[config.mk]
export PLATFORM = sky130hd
export DESIGN_NAME = key_debounce
export DESIGN_NICKNAME = d
export VERILOG_FILES = /design/src/rtl/key_debounce_pkg.sv /design/src/rtl/sync_2ff.sv /design/src/rtl/key_debounce.sv
export SDC_FILE = /design/constraint.sdc
export NUM_CORES = 1
export LEC_CHECK = 0
export CORE_ASPECT_RATIO = 1.1
export CORE_MARGIN = 8
export CORE_UTILIZATION = 30
export CTS_CLUSTER_SIZE = 25
export DETAILED_ROUTE_END_ITERATION = 10
export PLACE_DENSITY_LB_ADDON = 0.08
export SETUP_SLACK_MARGIN = 0.1
export SLEW_MARGIN = 5
export SYNTH_ARGS = -nofsm -noshare
export SYNTH_HDL_FRONTEND = slang
export SYNTH_SLANG_ARGS = --single-unit
[constraint.sdc]
create_clock -name clock -period 1.68 [get_ports clock]
set_input_delay 0.336 -clock clock [delete_from_list [all_inputs] [get_ports clock]]
set_output_delay 0.336 -clock clock [all_outputs]
set_load 0.01 [all_outputs]
[src/rtl/key_debounce_pkg.sv]
// Shared constants for the key debouncer and the downstream pulse generator:
// FSM state encodings and the default debounce length.
package key_debounce_pkg;

    localparam int DEBOUNCE_CYCLES_DEF = 500000;  // 10 ms at 50 MHz
    localparam int CNT_W_DEF           = 19;

    typedef enum logic [1:0] {
        IDLE       = 2'd0,
        PRESS_WAIT = 2'd1,
        HELD       = 2'd2,
        REL_WAIT   = 2'd3
    } db_state_t;

endpackage

[src/rtl/sync_2ff.sv]
// Two-flop synchronizer for a single asynchronous bit; reset value selectable
// so an idle input can be preloaded to its inactive level.
module sync_2ff #(
    parameter logic RESET_VAL = 1'b1
) (
    input  logic clock,
    input  logic reset_n,
    input  logic d,
    output logic q
);

    logic meta;

    always_ff @(posedge clock or negedge reset_n) begin
        if (!reset_n) begin
            meta <= RESET_VAL;
            q    <= RESET_VAL;
        end else begin
            meta <= d;
            q    <= meta;
        end
    end

endmodule

[src/rtl/key_debounce.sv]
// Pushbutton debouncer: synchronizes an active-low key, accepts a level change
// only after DEBOUNCE_CYCLES stable samples, and emits registered press/release strobes.
module key_debounce
    import key_debounce_pkg::*;
#(
    parameter int DEBOUNCE_CYCLES = DEBOUNCE_CYCLES_DEF,
    parameter int CNT_W           = CNT_W_DEF
) (
    input  logic       clock,
    input  logic       reset_n,
    input  logic       key_n,
    output logic       trigger,
    output logic       pressed,
    output logic       released,
    output logic [1:0] dbg_state
);

    localparam logic [CNT_W-1:0] CNT_LAST = CNT_W'(DEBOUNCE_CYCLES - 1);

    logic             key_n_sync;
    logic             key_s;
    db_state_t        state;
    logic [CNT_W-1:0] cnt;

    // Reset value 1 keeps a held key looking released until it is re-debounced.
    sync_2ff #(
        .RESET_VAL (1'b1)
    ) u_sync (
        .clock   (clock),
        .reset_n (reset_n),
        .d       (key_n),
        .q       (key_n_sync)
    );

    assign key_s     = ~key_n_sync;
    assign dbg_state = state;

    // trigger and the strobes are all registered on the accepting edge so they rise together.
    always_ff @(posedge clock or negedge reset_n) begin
        if (!reset_n) begin
            state    <= IDLE;
            cnt      <= '0;
            trigger  <= 1'b0;
            pressed  <= 1'b0;
            released <= 1'b0;
        end else begin
            pressed  <= 1'b0;
            released <= 1'b0;
            case (state)
                IDLE: begin
                    trigger <= 1'b0;
                    if (key_s) begin
                        state <= PRESS_WAIT;
                        cnt   <= '0;
                    end
                end
                PRESS_WAIT: begin
                    trigger <= 1'b0;
                    if (!key_s) begin
                        state <= IDLE;
                    end else if (cnt == CNT_LAST) begin
                        state   <= HELD;
                        trigger <= 1'b1;
                        pressed <= 1'b1;
                    end else begin
                        cnt <= cnt + CNT_W'(1);
                    end
                end
                HELD: begin
                    trigger <= 1'b1;
                    if (!key_s) begin
                        state <= REL_WAIT;
                        cnt   <= '0;
                    end
                end
                REL_WAIT: begin
                    trigger <= 1'b1;
                    if (key_s) begin
                        state <= HELD;
                    end else if (cnt == CNT_LAST) begin
                        state    <= IDLE;
                        trigger  <= 1'b0;
                        released <= 1'b1;
                    end else begin
                        cnt <= cnt + CNT_W'(1);
                    end
                end
                default: begin
                    state   <= IDLE;
                    cnt     <= '0;
                    trigger <= 1'b0;
                end
            endcase
        end
    end

endmodule

Yosys cells after proc, flatten, opt, wreduce, memory -nomap -nowiden. Index checks and enable logic that the tools add are counted.

Flip-flop bits (word level): 26. Input port bits: 3. Output and inout port bits: 5. Logic and storage cells: 42.

Add/sub/neg operators: 1. Eq/ne operators: 10. Muxes and demuxes: 21. Reductions and logical operators: 3.

Operators by type and width (number): 2-to-1 mux 19 bit (5); case mux 19 bit (4 select lines) (1); adder 19 x 1 -> 19 bit (second input constant) (1); equality test 19 bit (second input constant) (1); 2-to-1 mux 2 bit (6); case mux 2 bit (4 select lines) (1); AND reduction 4 bit (2); 2-to-1 mux 1 bit (7); equality test 2 bit (second input constant) (2); inequality test 2 x 1 -> 1 bit (second input constant) (2); inequality test 2 bit (second input constant) (2); case mux 1 bit (4 select lines) (1); inequality test 3 x 2 -> 1 bit (second input constant) (1); inequality test 3 bit (second input constant) (1); equality test 2 x 1 -> 1 bit (second input constant) (1); logical NOT 2 bit (1).

Longest topological paths before layout.
Depth in word-level cells: 4. Depth in mapped cells: 8. Gate-level depth less buffers: 8.

Hierarchy. A second synthesis with hierarchy kept.

Cells, all modules: 142. Area, all modules: 1453.9 sq um.

By module, submodules not included: key_debounce (instances 1, cells an instance 140, area each 1401.3 sq um, sequential area each 600.6 sq um); sync_2ff (instances 1, cells an instance 2, area each 52.6 sq um, sequential area each 52.6 sq um).

Worst setup path after synthesis. Ideal clock, no wire load.

Path kind: register -> register. Start point: register cnt[0]. End point: register cnt[13]. Setup time: 126 ps. Arrival: 1673 ps. Data required time: 1554 ps. Path slack: -119 ps. Cell stages (with the launch flop): 7. Buffers on the path: 1. Clock period less this slack: 1799 ps. Path through: dfrtp_1 ha_1 nand3_1 and4bb_4 a21oi_4 buf_6 a221o_1.

Word-level cells in the longest chain between the ends: 4. Elaborated cells on any way between the ends: 6. Those cells by class: 1 x add/sub; 1 x eq/ne; 4 x mux.

RTL lines: from (decl) (line key_debounce.sv:23) `logic [CNT_W-1:0] cnt;`; from (signal assigned) (line key_debounce.sv:66) `cnt <= cnt + CNT_W'(1);`; from (signal assigned) (line key_debounce.sv:85) `cnt <= cnt + CNT_W'(1);`; adder 19 x 1 -> 19 bit / equality test 19 bit (equally long branches); 2-to-1 mux 19 bit (*) (line key_debounce.sv:61, key_debounce.sv:80); 2-to-1 mux 19 bit, on equally long branches (line key_debounce.sv:78, key_debounce.sv:59); case mux 19 bit (4 select lines) (*) (line key_debounce.sv:49) `case (state)`.

Every way passes the cells marked *; elsewhere a longest branch is shown, timed or not. The select of a mux whose other input is x is not followed. A chain may end at the register's enable or synchronous reset.

Worst setup path in the final report.
Start point: register cnt[7]. End point: register cnt[3].

Word-level cells in the longest chain between the ends: 4. Elaborated cells on any way between the ends: 5. Those cells by class: 1 x eq/ne; 4 x mux.

RTL lines (line): equality test 19 bit (*) (key_debounce.sv:61, key_debounce.sv:80); 2-to-1 mux 19 bit (*); 2-to-1 mux 19 bit, on equally long branches; case mux 19 bit (4 select lines) (*).

Marks and branches as above.

==> impl_metrics.yaml <==
logic_synthesis:
  synthDistinctLibCells: 40
  synth_xor_xnor_area_share_pct: 3.87
  synthesis.nets: 137
  synth_top_family_by_area: "simple AND/OR/NAND/NOR gates"
  synth_seq_cells: 26
  synth.top_cell.area_share_pct: 43.2
  synth-adder-area-share_pct: 0.900
  synthesis.area_um2: 1390
  dominantRegCellSynth: "sky130_fd_sc_hd__dfrtp_1"
  synth_top_cells_by_area: "sky130_fd_sc_hd__dfrtp_1 (43%), sky130_fd_sc_hd__a31oi_1 (4.1%), sky130_fd_sc_hd__dfstp_2 (3.8%)"
  synth-edff-count: 0
  synth.area.mux_share_pct: 1.44
  yosys.area.top_type: "sky130_fd_sc_hd__dfrtp_1"
  postSynth.asyncResetShare_pct: 100
  synthesis.yosys.warnings: 0
  synthCells: 133
  synth-compound-area-share_pct: 18.6
  proportion_of_synthesized_chip_area_in_sequential_cells_pct: 47.0
  synth_area_per_cell_um2: 10.5
  synth-simple-area-share_pct: 24.9
critical_path:
  cp_slowest_cell: "sky130_fd_sc_hd__dfrtp_1"
  setup.worst_path.end: "cnt[3]"
  crit_path_start_kind: "flop"
  r2r_slack_ns: -0.09
  critical_path.endpoint_type: "flop"
  critPathArrivalTime_ns: 1.94
  path_cells: "nor4_2 > and4bb_4 > buf_12 > a21oi_4 > buf_6 > a21bo_1 > a22o_1"
  timing.rr.start: "cnt[7]"
  cp_max_fo: 7
  worst_path_largest_cell_delay_ns: 0.40
  cells_on_worst_reg2reg_path: 7
  worst_ep_required_time_ns: 1.85
  crit-reg2reg-capture: "cnt[3]"
  critPathKind: "reg -> reg"
  critical_path.startpoint: "cnt[7]"
die:
  die_h_um: 87.4
  starting_density_of_the_core_pct: 30.5
  core_um2: 4550
  row_count: 26
  die_area_um2: 7070
  top_level_ports: 8
  die_x_um: 80.9
drt:
  drt_iter0_drc: 83
  wl_mm: 3.81
  wire_per_inst_um: 15.7
  route.detailed.vias_per_inst: 5.07
  final_antenna_net_count: 0
  detailedRoute.firstPassIterationCount: 4
  vias_after_detailed_routing: 1228
  drt_drc_violations_left: 0
placement:
  dpl.hpwl_mm: 2.52
  final_replace_weighted_congestion: 0.823
  placed_cells_incl_taps: 228
  pre_cts_setup_slack_ns: -0.206
  numPortBuffers: 7
  placed_area_um2: 1780
clocking:
  cts_hold_buffers: 0
  cts_root_buf: "sky130_fd_sc_hd__clkbuf_8"
  clock_latency_ns: 0.28
  clk_pin_slew_worst_paths_ns: 0.09
  tritoncts: "done"
  cts_htree_levels: 1
  cts-buffers-inserted: 3
  clk_sink_count: 26
  cts.path.max_buffers: 2
sta:
  timing_worst_slew_pin_value_ns: 0.413
  grt_setup_unrepaired: "yes"
  drv_slew: 0
  timing.final.ws_setup_ns: -0.0875
  timing.final.crit_share_pct: 105
  final.setup_skew_ns: 0.00564
  finalHoldViolations: 0
  finalCriticalPeriod_ns: 1.77
  final_setup_viols: 11
  fmax_mhz: 566
  worst_slew_margin_relative_to_its_limit_pct: 72.4
grt:
  grt_pass1_vias: 1324
  grt_first_pass_wirelength_mm: 6.51
  globalRouteOverflowTotal: 0
  antenna_found_initial: 0
  maximum_number_of_pins_on_one_net_before_global_route_repair: 27
  global_route.usage.total_pct: 11.9
layout:
  seqCellArea_um2: 656
  layout.cell_area.non_filler_um2: 2090
  antenna_cells: 0
  drive_above_1_share_pct: 44.6
  n_fill_cell: 449
  area.growth.synth_to_final_pct: 50.5
  final_nets: 191
  finalNonFillerCells: 242
  multiInputGateArea_um2: 828
  layout.core_utilization_pct: 45.9
run:
  max_cap_viol_count: 0
power_and_ir_drop:
  cellLeakagePower_uw: 0.000942
  powerDensity_nw_per_um2: 690
  report.power.total_uw: 1440
  peakVddDrop_mv: 0.496
status:
  result_of_the_run: "finished, violations left"
  violated_checks: "setup timing"
min_path:
  hold_path.class: "reg -> reg"
==> through the flow <==
step	setup TNS, ns	hold slack (ns)
global placement	-1.27	0.346
detailed placement	-1.72	0.347
CTS	-0.721	0.362
global route	-1.63	0.366
finish	-0.540	0.361
floorplan	-0.00482	0.0404
==> metal layers <==
metal,vias to the layer above,GRT usage (%),share of wire (%)
li1,609,-,-
met1,594,14.1,44
met2,18,20.4,51
met3,7,1.76,2.8
met4,0,5.20,1.9
met5,-,0,0
==> what timing repair did <==
action | 4_1_cts | 5_1_grt
buffers inserted | 8 | 2
resized for setup | 22 | 15
pin swaps | 14 | 10
setup endpoints to repair | 21 | 24
cloned | 1 | 0
==> state kept, by name, summed over array words and instances, names as in the netlist, named ones only <==
register and cells:
trigger 1, cnt 19, u_sync.meta 1, pressed 1, u_sync.q 1, released 1, dbg_state 1
==> kinds of logic after synthesis <==
kind of cell	Yosys count
and+or+nand+nor	58
AOI/OAI and AO/OA	36
DFF	26
buffers and inverters	6
xor gates and xnor gates	4
muxes	2
adders and majority gates	1
==> worst min-delay path by stage <==
stage,from,to,cells past startpoint
detailed placement,u_sync.meta,u_sync.q,0
CTS,u_sync.meta,u_sync.q,0
global route,u_sync.meta,u_sync.q,0
floorplan,reset_n,async pin,0
global placement,u_sync.meta,u_sync.q,0
finish,u_sync.meta,u_sync.q,0
==> critical path, delay by kind of cell (launching register included) <==
kind | cells | cell delay (ns)
flops | 1 | 0.40
simple gates | 2 | 0.63
buf+inv | 2 | 0.24
compound gates | 3 | 0.38
==> cell usage after synthesis, types with 3 or more instances <==
library cell	instances
sky130_fd_sc_hd__a21oi_1	5
sky130_fd_sc_hd__a22o_1	5
sky130_fd_sc_hd__a31oi_1	9
sky130_fd_sc_hd__a41oi_1	3
sky130_fd_sc_hd__and3_1	8
sky130_fd_sc_hd__dfrtp_1	24
sky130_fd_sc_hd__nand2_1	12
sky130_fd_sc_hd__nand3_1	10
sky130_fd_sc_hd__nand4_1	4
sky130_fd_sc_hd__nor2_1	9
sky130_fd_sc_hd__o21ai_0	5
sky130_fd_sc_hd__xor2_1	3
==> area by class of cell <==
class	count	share of cell area, %
multi-input combinational	102	39.6
tap	56	3.35
inverter	2	0.718
timing repair buffer	52	21.6
sequential	26	31.3
clock inverter	1	1.44
clock buffer	3	1.97
==> cells in the final DEF (no fill, tap or decap), types with 3 or more instances in the layout <==
cell,netlist,final
sky130_fd_sc_hd__nor2_1,9,8
sky130_fd_sc_hd__nand4_1,4,4
sky130_fd_sc_hd__nand2_1,12,11
sky130_fd_sc_hd__buf_6,2,8
sky130_fd_sc_hd__buf_4,2,36
sky130_fd_sc_hd__nand3_1,10,9
sky130_fd_sc_hd__a31oi_1,9,7
sky130_fd_sc_hd__a22o_1,5,5
sky130_fd_sc_hd__and3_1,8,7
sky130_fd_sc_hd__clkbuf_8,0,3
sky130_fd_sc_hd__a21oi_1,5,4
sky130_fd_sc_hd__dfrtp_1,24,22
sky130_fd_sc_hd__xor2_1,3,3
sky130_fd_sc_hd__clkdlybuf4s50_1,0,5
==> power breakdown <==
part           internal, uW  switching (uW)  total, uW
Combinational           108             113        220
Clock                   319             206        525
Sequential              657            41.3        699
Note: power is estimated with default switching activity, not from simulation.
